==> src/rtl/muldiv_pkg.sv <==
// Shared types and helpers for the RV M-extension multiply/divide unit.
package muldiv_pkg;

    typedef enum logic [1:0] {
        ST_IDLE,
        ST_MUL,
        ST_DIV,
        ST_FIX
    } state_e;

    typedef enum logic [3:0] {
        OP_NONE,
        OP_MUL,
        OP_MULH,
        OP_MULHSU,
        OP_MULHU,
        OP_DIV,
        OP_DIVU,
        OP_REM,
        OP_REMU
    } op_e;

    // Most negative two's-complement value for the given width.
    function automatic logic [63:0] min_val(input int unsigned xlen);
        return 64'(1) << (xlen - 1);
    endfunction

    // Bit 0 is mul and wins over everything else; bit 7 is remu.
    function automatic op_e decode_op(input logic [7:0] inst);
        if      (inst[0]) return OP_MUL;
        else if (inst[1]) return OP_MULH;
        else if (inst[2]) return OP_MULHSU;
        else if (inst[3]) return OP_MULHU;
        else if (inst[4]) return OP_DIV;
        else if (inst[5]) return OP_DIVU;
        else if (inst[6]) return OP_REM;
        else if (inst[7]) return OP_REMU;
        else              return OP_NONE;
    endfunction

endpackage

==> src/rtl/muldiv_div_iter.sv <==
// Restoring radix-2 divider on unsigned magnitudes, one quotient bit per cycle.
module muldiv_div_iter #(
    parameter int XLEN = 32
) (
    input  logic            clk_i,
    input  logic            rst_i,
    input  logic            start_i,
    input  logic            kill_i,
    input  logic [XLEN-1:0] dividend_i,
    input  logic [XLEN-1:0] divisor_i,
    output logic            done_o,
    output logic [XLEN-1:0] quotient_o,
    output logic [XLEN-1:0] remainder_o
);

    localparam int CW = $clog2(XLEN);

    logic [XLEN-1:0] rem_q, rem_d;
    logic [XLEN-1:0] quo_q, quo_d;
    logic [XLEN-1:0] dvs_q, dvs_d;
    logic [CW-1:0]   cnt_q, cnt_d;
    logic            busy_q, busy_d;
    logic [XLEN:0]   trial;

    always_comb begin
        rem_d  = rem_q;
        quo_d  = quo_q;
        dvs_d  = dvs_q;
        cnt_d  = cnt_q;
        busy_d = busy_q;
        // The quotient register doubles as the dividend shifter; a set MSB of trial means borrow.
        trial  = {rem_q, quo_q[XLEN-1]} - {1'b0, dvs_q};
        if (start_i) begin
            rem_d  = '0;
            quo_d  = dividend_i;
            dvs_d  = divisor_i;
            cnt_d  = '0;
            busy_d = 1'b1;
        end else if (kill_i) begin
            busy_d = 1'b0;
        end else if (busy_q) begin
            if (!trial[XLEN]) begin
                rem_d = trial[XLEN-1:0];
                quo_d = {quo_q[XLEN-2:0], 1'b1};
            end else begin
                rem_d = {rem_q[XLEN-2:0], quo_q[XLEN-1]};
                quo_d = {quo_q[XLEN-2:0], 1'b0};
            end
            cnt_d = cnt_q + CW'(1);
            if (cnt_q == CW'(XLEN - 1)) busy_d = 1'b0;
        end
    end

    // NOTE: sequential state uses non-blocking assignments so every flop samples pre-edge values.
    always_ff @(posedge clk_i or posedge rst_i) begin
        if (rst_i) begin
            rem_q  <= '0;
            quo_q  <= '0;
            dvs_q  <= '0;
            cnt_q  <= '0;
            busy_q <= 1'b0;
        end else begin
            rem_q  <= rem_d;
            quo_q  <= quo_d;
            dvs_q  <= dvs_d;
            cnt_q  <= cnt_d;
            busy_q <= busy_d;
        end
    end

    assign done_o      = busy_q && (cnt_q == CW'(XLEN - 1));
    assign quotient_o  = quo_q;
    assign remainder_o = rem_q;

endmodule

==> src/rtl/muldiv_unit_p.sv <==
// RV M-extension multiply/divide unit: pipelined multiplier plus iterative divider
// sharing one result register and a single IDLE/MUL/DIV/FIX control FSM.
module muldiv_unit_p #(
    parameter int XLEN    = 32,
    parameter int MUL_LAT = 2
) (
    input  logic            clk_i,
    input  logic            rst_i,
    input  logic            valid_i,
    input  logic            inst_mul_i,
    input  logic            inst_mulh_i,
    input  logic            inst_mulhsu_i,
    input  logic            inst_mulhu_i,
    input  logic            inst_div_i,
    input  logic            inst_divu_i,
    input  logic            inst_rem_i,
    input  logic            inst_remu_i,
    input  logic [XLEN-1:0] operand_ra_i,
    input  logic [XLEN-1:0] operand_rb_i,
    input  logic            flush_i,
    output logic            stall_o,
    output logic            ready_o,
    output logic [XLEN-1:0] result_o
);

    import muldiv_pkg::*;

    localparam logic [XLEN-1:0] MIN_V = XLEN'(min_val(XLEN));

    state_e          state_q, state_d;
    op_e             op_q, op_d;
    logic [XLEN-1:0] ra_q, ra_d, rb_q, rb_d;
    logic [XLEN-1:0] result_q, result_d;
    logic [2:0]      mul_cnt_q, mul_cnt_d;
    logic            ready_q, ready_d;

    logic [7:0]      inst_vec;
    op_e             dec_op;
    logic            accept, dec_is_mul, dec_signed, div_special_in, div_start;
    logic            a_sgn, b_sgn;
    logic [2*XLEN-1:0] a_ext, b_ext, prod;
    logic [XLEN-1:0] mul_now, mul_final;
    logic [XLEN-1:0] dvd_mag, dvs_mag;
    logic            div_done;
    logic [XLEN-1:0] div_quo, div_rem, div_res;
    logic            q_signed, q_is_rem;

    assign inst_vec = {inst_remu_i, inst_rem_i, inst_divu_i, inst_div_i,
                       inst_mulhu_i, inst_mulhsu_i, inst_mulh_i, inst_mul_i};
    assign dec_op     = decode_op(inst_vec);
    assign stall_o    = (state_q != ST_IDLE);
    assign accept     = valid_i & (|inst_vec) & ~stall_o & ~flush_i;
    assign dec_is_mul = dec_op inside {OP_MUL, OP_MULH, OP_MULHSU, OP_MULHU};
    assign dec_signed = (dec_op == OP_DIV) || (dec_op == OP_REM);

    // Sign-extending to 2*XLEN makes one unsigned multiply serve all three signedness modes.
    assign a_sgn   = (dec_op == OP_MULH || dec_op == OP_MULHSU) & operand_ra_i[XLEN-1];
    assign b_sgn   = (dec_op == OP_MULH) & operand_rb_i[XLEN-1];
    assign a_ext   = {{XLEN{a_sgn}}, operand_ra_i};
    assign b_ext   = {{XLEN{b_sgn}}, operand_rb_i};
    assign prod    = a_ext * b_ext;
    assign mul_now = (dec_op == OP_MUL) ? prod[XLEN-1:0] : prod[2*XLEN-1:XLEN];

    generate
        if (MUL_LAT == 1) begin : g_lat1
            assign mul_final = mul_now;
        end else begin : g_pipe
            logic [XLEN-1:0] pipe_q [MUL_LAT-1];
            logic [XLEN-1:0] pipe_d [MUL_LAT-1];

            always_comb begin
                pipe_d[0] = (accept && dec_is_mul) ? mul_now : pipe_q[0];
                for (int i = 1; i < MUL_LAT - 1; i++) pipe_d[i] = pipe_q[i-1];
            end

            always_ff @(posedge clk_i or posedge rst_i) begin
                if (rst_i) begin
                    for (int i = 0; i < MUL_LAT - 1; i++) pipe_q[i] <= '0;
                end else begin
                    for (int i = 0; i < MUL_LAT - 1; i++) pipe_q[i] <= pipe_d[i];
                end
            end

            assign mul_final = pipe_q[MUL_LAT-2];
        end
    endgenerate

    assign dvd_mag = (dec_signed & operand_ra_i[XLEN-1]) ? -operand_ra_i : operand_ra_i;
    assign dvs_mag = (dec_signed & operand_rb_i[XLEN-1]) ? -operand_rb_i : operand_rb_i;
    assign div_special_in = (operand_rb_i == '0) ||
                            (dec_signed && operand_ra_i == MIN_V && operand_rb_i == '1);
    assign div_start = accept & ~dec_is_mul & ~div_special_in;

    muldiv_div_iter #(.XLEN(XLEN)) u_div (
        .clk_i       (clk_i),
        .rst_i       (rst_i),
        .start_i     (div_start),
        .kill_i      (flush_i & stall_o),
        .dividend_i  (dvd_mag),
        .divisor_i   (dvs_mag),
        .done_o      (div_done),
        .quotient_o  (div_quo),
        .remainder_o (div_rem)
    );

    assign q_signed = (op_q == OP_DIV) || (op_q == OP_REM);
    assign q_is_rem = (op_q == OP_REM) || (op_q == OP_REMU);

    always_comb begin
        div_res = '0;
        if (rb_q == '0) begin
            div_res = q_is_rem ? ra_q : '1;
        end else if (q_signed && ra_q == MIN_V && rb_q == '1) begin
            div_res = q_is_rem ? '0 : MIN_V;
        end else if (q_is_rem) begin
            div_res = (q_signed & ra_q[XLEN-1]) ? -div_rem : div_rem;
        end else begin
            div_res = (q_signed & (ra_q[XLEN-1] ^ rb_q[XLEN-1])) ? -div_quo : div_quo;
        end
    end

    always_comb begin
        state_d   = state_q;
        op_d      = op_q;
        ra_d      = ra_q;
        rb_d      = rb_q;
        mul_cnt_d = mul_cnt_q;
        result_d  = result_q;
        ready_d   = 1'b0;
        unique case (state_q)
            ST_IDLE: begin
                if (accept) begin
                    op_d = dec_op;
                    ra_d = operand_ra_i;
                    rb_d = operand_rb_i;
                    if (dec_is_mul) begin
                        if (MUL_LAT == 1) begin
                            ready_d  = 1'b1;
                            result_d = mul_final;
                        end else begin
                            state_d   = ST_MUL;
                            mul_cnt_d = 3'd1;
                        end
                    end else begin
                        state_d = div_special_in ? ST_FIX : ST_DIV;
                    end
                end
            end
            ST_MUL: begin
                if (flush_i) begin
                    state_d = ST_IDLE;
                end else if (mul_cnt_q == 3'(MUL_LAT - 1)) begin
                    state_d  = ST_IDLE;
                    ready_d  = 1'b1;
                    result_d = mul_final;
                end else begin
                    mul_cnt_d = mul_cnt_q + 3'd1;
                end
            end
            ST_DIV: begin
                if (flush_i)       state_d = ST_IDLE;
                else if (div_done) state_d = ST_FIX;
            end
            ST_FIX: begin
                state_d = ST_IDLE;
                if (!flush_i) begin
                    ready_d  = 1'b1;
                    result_d = div_res;
                end
            end
            default: state_d = ST_IDLE;
        endcase
    end

    always_ff @(posedge clk_i or posedge rst_i) begin
        if (rst_i) begin
            state_q   <= ST_IDLE;
            op_q      <= OP_NONE;
            ra_q      <= '0;
            rb_q      <= '0;
            mul_cnt_q <= '0;
            result_q  <= '0;
            ready_q   <= 1'b0;
        end else begin
            state_q   <= state_d;
            op_q      <= op_d;
            ra_q      <= ra_d;
            rb_q      <= rb_d;
            mul_cnt_q <= mul_cnt_d;
            result_q  <= result_d;
            ready_q   <= ready_d;
        end
    end

    assign ready_o  = ready_q;
    assign result_o = result_q;

endmodule

==> config.mk <==
export PLATFORM = sky130hd
export DESIGN_NAME = muldiv_unit_p
export DESIGN_NICKNAME = d
export VERILOG_FILES = /design/src/rtl/muldiv_pkg.sv /design/src/rtl/muldiv_div_iter.sv /design/src/rtl/muldiv_unit_p.sv
export SDC_FILE = /design/constraint.sdc
export NUM_CORES = 2
export LEC_CHECK = 0
export CORE_UTILIZATION = 41
export DETAILED_ROUTE_END_ITERATION = 10
export GPL_ROUTABILITY_DRIVEN = 1
export PLACE_DENSITY_LB_ADDON = 0.15
export SYNTH_ARGS = -nofsm -noshare
export SYNTH_HDL_FRONTEND = slang
export SYNTH_SLANG_ARGS = --single-unit
==> constraint.sdc <==
create_clock -name clk_i -period 15 [get_ports clk_i]
set_clock_uncertainty 0.15 [all_clocks]
set_input_delay 4.5 -clock clk_i [delete_from_list [all_inputs] [get_ports clk_i]]
set_output_delay 4.5 -clock clk_i [all_outputs]
set_load 0.03 [all_outputs]
==> metrics.txt <==
# TYPE chip_impl_metric gauge
chip_impl_metric{name="numPlacedInstances",unit=""} 7711
chip_impl_metric{name="worstPathMaxFanout",unit=""} 14
chip_impl_metric{name="floorplan.rows",unit=""} 131
chip_impl_metric{name="post_synth_inst_count",unit=""} 6145
chip_impl_metric{name="die_area",unit="µm²"} 131600
chip_impl_metric{name="synth_warnings",unit=""} 0
chip_impl_metric{name="period_minus_slack",unit="ps"} 13340
chip_impl_info{name="synth_area_leader_cell",value="fa_1"} 1
chip_impl_metric{name="seq_area_frac_synth",unit="%"} 11.26
chip_impl_metric{name="layout-area-overhead-vs-synth",unit="%"} 6.362
chip_impl_metric{name="ys_async_sr_fraction",unit="%"} 100.0
chip_impl_metric{name="post_synth_mux_area_share",unit="%"} 1.330
chip_impl_info{name="synth-main-ff-cell",value="dfrtp_1"} 1
chip_impl_metric{name="die_height",unit="µm"} 362.7
chip_impl_metric{name="max_slew.worst_pin.slew",unit="ps"} 1234
chip_impl_metric{name="timing.critical_path.required",unit="ps"} 15370
chip_impl_metric{name="max_slew_margin",unit="%"} 17.13
chip_impl_metric{name="design.final.nets",unit=""} 7469
chip_impl_metric{name="fill_cells",unit=""} 12889
chip_impl_metric{name="place_congestion",unit=""} 0.9493
chip_impl_info{name="tritoncts_clock_tree",value="yes"} 1
chip_impl_metric{name="path_clk_slew",unit="ps"} 70
chip_impl_info{name="hp-start",value="result_o[10]"} 1
chip_impl_metric{name="routed_wl_per_cell",unit="µm"} 22.24
chip_impl_metric{name="detailroute.via_count",unit=""} 41279
chip_impl_metric{name="postSynthRegisterBits",unit=""} 240
chip_impl_metric{name="drt_iter0_drc",unit=""} 3155
chip_impl_metric{name="grt_max_degree",unit=""} 105
chip_impl_metric{name="synth_top_cell_area_share",unit="%"} 42.25
chip_impl_metric{name="synthesis.nets",unit=""} 7600
chip_impl_metric{name="worst_hold_path_stage_count",unit=""} 2
chip_impl_metric{name="post_synth_num_cell_types",unit=""} 79
chip_impl_info{name="outcome",value="completed"} 1
chip_impl_metric{name="core",unit="µm²"} 128300
chip_impl_metric{name="fin_tns_setup",unit="ps"} 0
chip_impl_metric{name="track_usage",unit="%"} 26.77
chip_impl_metric{name="xor_xnor_cell_area_share_of_the_yosys_netlist",unit="%"} 3.529
chip_impl_metric{name="instances_no_fill",unit=""} 7770
chip_impl_metric{name="maxCapViolCount",unit=""} 0
chip_impl_metric{name="placement.cell_area",unit="µm²"} 55720
chip_impl_metric{name="finalSetupViolations",unit=""} 0
chip_impl_metric{name="cts_buffer_depth",unit=""} 3
chip_impl_metric{name="achievable-frequency",unit="MHz"} 74.94
chip_impl_info{name="commonest_cells_post_synth",value="inv_1, nand2_1, fa_1"} 1
chip_impl_metric{name="post_synth.cell_area_avg",unit="µm²"} 8.683
chip_impl_metric{name="r2r.worst_path.cells",unit=""} 14
chip_impl_metric{name="ant_nets",unit=""} 0
chip_impl_metric{name="ctsResizeCount",unit=""} 0
chip_impl_metric{name="first_pass_grt_wire_length",unit="µm"} 267500
chip_impl_metric{name="global_route.overflow_total",unit=""} 0
chip_impl_metric{name="cp_data_arrival_time",unit="ps"} 13710
chip_impl_metric{name="portBuffers",unit=""} 109
chip_impl_metric{name="slack_of_the_worst_reg_to_reg_path",unit="ps"} 10330
chip_impl_info{name="critical_path.reg2reg.endpoint",value="u_div.remainder_o[4]"} 1
chip_impl_metric{name="insertion_delay",unit="ps"} 580
chip_impl_info{name="setup.worst_path.class",value="in2reg"} 1
chip_impl_metric{name="finalWirelength",unit="µm"} 172800
chip_impl_metric{name="synthSimpleGateAreaFrac",unit="%"} 16.63
chip_impl_metric{name="floorplan.die.width",unit="µm"} 362.7
chip_impl_metric{name="grt_pass1_vias",unit=""} 42923
chip_impl_info{name="grt_setup_unrepaired",value="false"} 1
chip_impl_metric{name="synth.cell_area",unit="µm²"} 53350
chip_impl_info{name="combinational_family_with_the_most_area_after_synthesis",value="adder cells"} 1
chip_impl_info{name="timing.critical_path.to_type",value="flip-flop"} 1
chip_impl_metric{name="drc_violations",unit=""} 0
chip_impl_metric{name="cts.sinks",unit=""} 240
chip_impl_metric{name="post_cts_buffers",unit=""} 0
chip_impl_metric{name="antenna_found_initial",unit=""} 15
chip_impl_info{name="rr_startpoint",value="u_div.quotient_o[31]"} 1
chip_impl_metric{name="clock_tree.htree_level_count",unit=""} 1
chip_impl_metric{name="drive_above_1_share",unit="%"} 4.140
chip_impl_info{name="post_synth_main_area_contributors",value="fa_1, dfrtp_1, inv_1, nand2_1, ha_1"} 1
chip_impl_info{name="hold-path-endpoint",value="result_o[10]"} 1
chip_impl_metric{name="synth-compound-area-share",unit="%"} 7.771
chip_impl_metric{name="synth-edff-count",unit=""} 0
chip_impl_metric{name="firstDrtPassIters",unit=""} 5
chip_impl_info{name="min_path_type",value="reg2reg"} 1
chip_impl_metric{name="pin_count",unit=""} 110
chip_impl_info{name="worst_setup_path_start_kind",value="primary input"} 1
chip_impl_metric{name="final_cell_area",unit="µm²"} 56750
chip_impl_metric{name="finalHoldViolations",unit=""} 0
chip_impl_metric{name="post_drt_via_cell_ratio",unit=""} 5.313
chip_impl_metric{name="tritoncts.num_buffers",unit=""} 30
chip_impl_metric{name="finalMaxSlewViolations",unit=""} 0
chip_impl_info{name="synthMostInstantiatedCell",value="inv_1"} 1
chip_impl_info{name="clk_root_buffer_cell",value="clkbuf_16"} 1
chip_impl_metric{name="initial_core_util",unit="%"} 41.57
chip_impl_metric{name="cts-hold-fix-buffers",unit=""} 0
chip_impl_metric{name="adder_cell_fraction_of_synth_area",unit="%"} 48.18
chip_impl_metric{name="min_period_over_period",unit="%"} 88.96
chip_impl_metric{name="detailed_place_hpwl",unit="µm"} 139400
==> cell type report <==
class                           count  area (µm²)  area share (%)
Clock inverter                     12       123.9          0.2183
Multi-Input combinational cell   4305       41350           72.87
Inverter                         1224        4602           8.109
Antenna cell                        3       7.507         0.01323
Sequential cell                   240        6006           10.58
Tap cell                         1729        2163           3.812
Timing Repair Buffer              213        1602           2.822
Clock buffer                       44       894.6           1.576
==> cell families after synthesis <==
group / after synthesis
AND/OR/NAND/NOR: 1959
buffers and inverters: 1600
adder cells (fa/ha/maj): 1379
AO/OA/AOI/OAI: 682
flip-flops: 240
XOR/XNOR: 215
multiplexers: 70
==> layout by cell type, fill, tap and decap left out, types with 23 or more instances in the layout <==
master / instances
nor2_1: 173
fa_1: 1126
xnor2_1: 120
a21o_1: 44
or3_1: 23
nor3_1: 34
ha_1: 253
nand4_1: 31
dfrtp_1: 240
buf_4: 104
xor2_1: 95
buf_2: 54
inv_1: 1223
clkbuf_16: 31
and2_1: 318
nand2_1: 1190
nor4_1: 34
nand3_1: 32
mux2i_1: 63
clkdlybuf4s50_1: 55
o21ai_0: 246
a21oi_1: 176
o31ai_1: 35
==> critical path, stage by stage <==
cell	delay (ps)
clkdlybuf4s50_1	760
buf_4	360
and2_1	190
fa_1	510
inv_1	140
fa_1	570
inv_1	70
fa_1	510
buf_4	190
inv_1	160
fa_1	780
inv_1	350
fa_1	570
fa_1	510
fa_1	490
inv_1	50
fa_1	490
inv_1	50
ha_1	380
and3_1	290
nor2b_1	160
o2111ai_1	130
and3_1	220
a211oi_1	300
o21ai_0	230
a21oi_1	240
mux2_2	370
nor2_1	100
==> worst max-delay path by stage <==
stage                     start           endpoint  slack (ps)  cells after the start
2_1_floorplan  operand_ra_i[31]  g_pipe.pipe_q[27]        2230                     27
3_3_place_gp        inst_mulh_i  g_pipe.pipe_q[27]        1090                     31
3_5_place_dp        inst_mulh_i  g_pipe.pipe_q[27]        1160                     31
4_1_cts             inst_mulh_i  g_pipe.pipe_q[27]        1660                     31
5_1_grt             inst_mulh_i  g_pipe.pipe_q[29]        1240                     31
6_report        operand_rb_i[1]  g_pipe.pipe_q[27]        1660                     28
==> metal layers <==
metal / GRT usage, % / share of wire (%)
met5: 0 / 0.013
met4: 7.065 / 3.2
met3: 2.844 / 5.5
met2: 44.02 / 47
met1: 37.55 / 44
==> stage by stage <==
stage               setup WS [ps]  hold WS [ps]  util, %
finish                       1655         331.8    44.22
global route                 1235         360.1    44.22
CTS                          1659         336.9    44.21
detailed placement           1160         323.8    43.42
global placement             1091         314.2    43.42
floorplan                    2227         294.7        -
==> flip-flops by register name, summed over array words and instances (netlist names) <==
name / cells
state_q: 2
result_o: 32
ra_q: 32
ready_o: 1
u_div.remainder_o: 32
mul_cnt_q: 3
rb_q: 32
u_div.quotient_o: 32
g_pipe.pipe_q: 32
u_div.cnt_q: 5
op_q: 4
u_div.dvs_q: 32
u_div.busy_q: 1
Power is not shown: default switching activity piles up to over one toggle a cycle in this logic, so the estimate is an artifact.
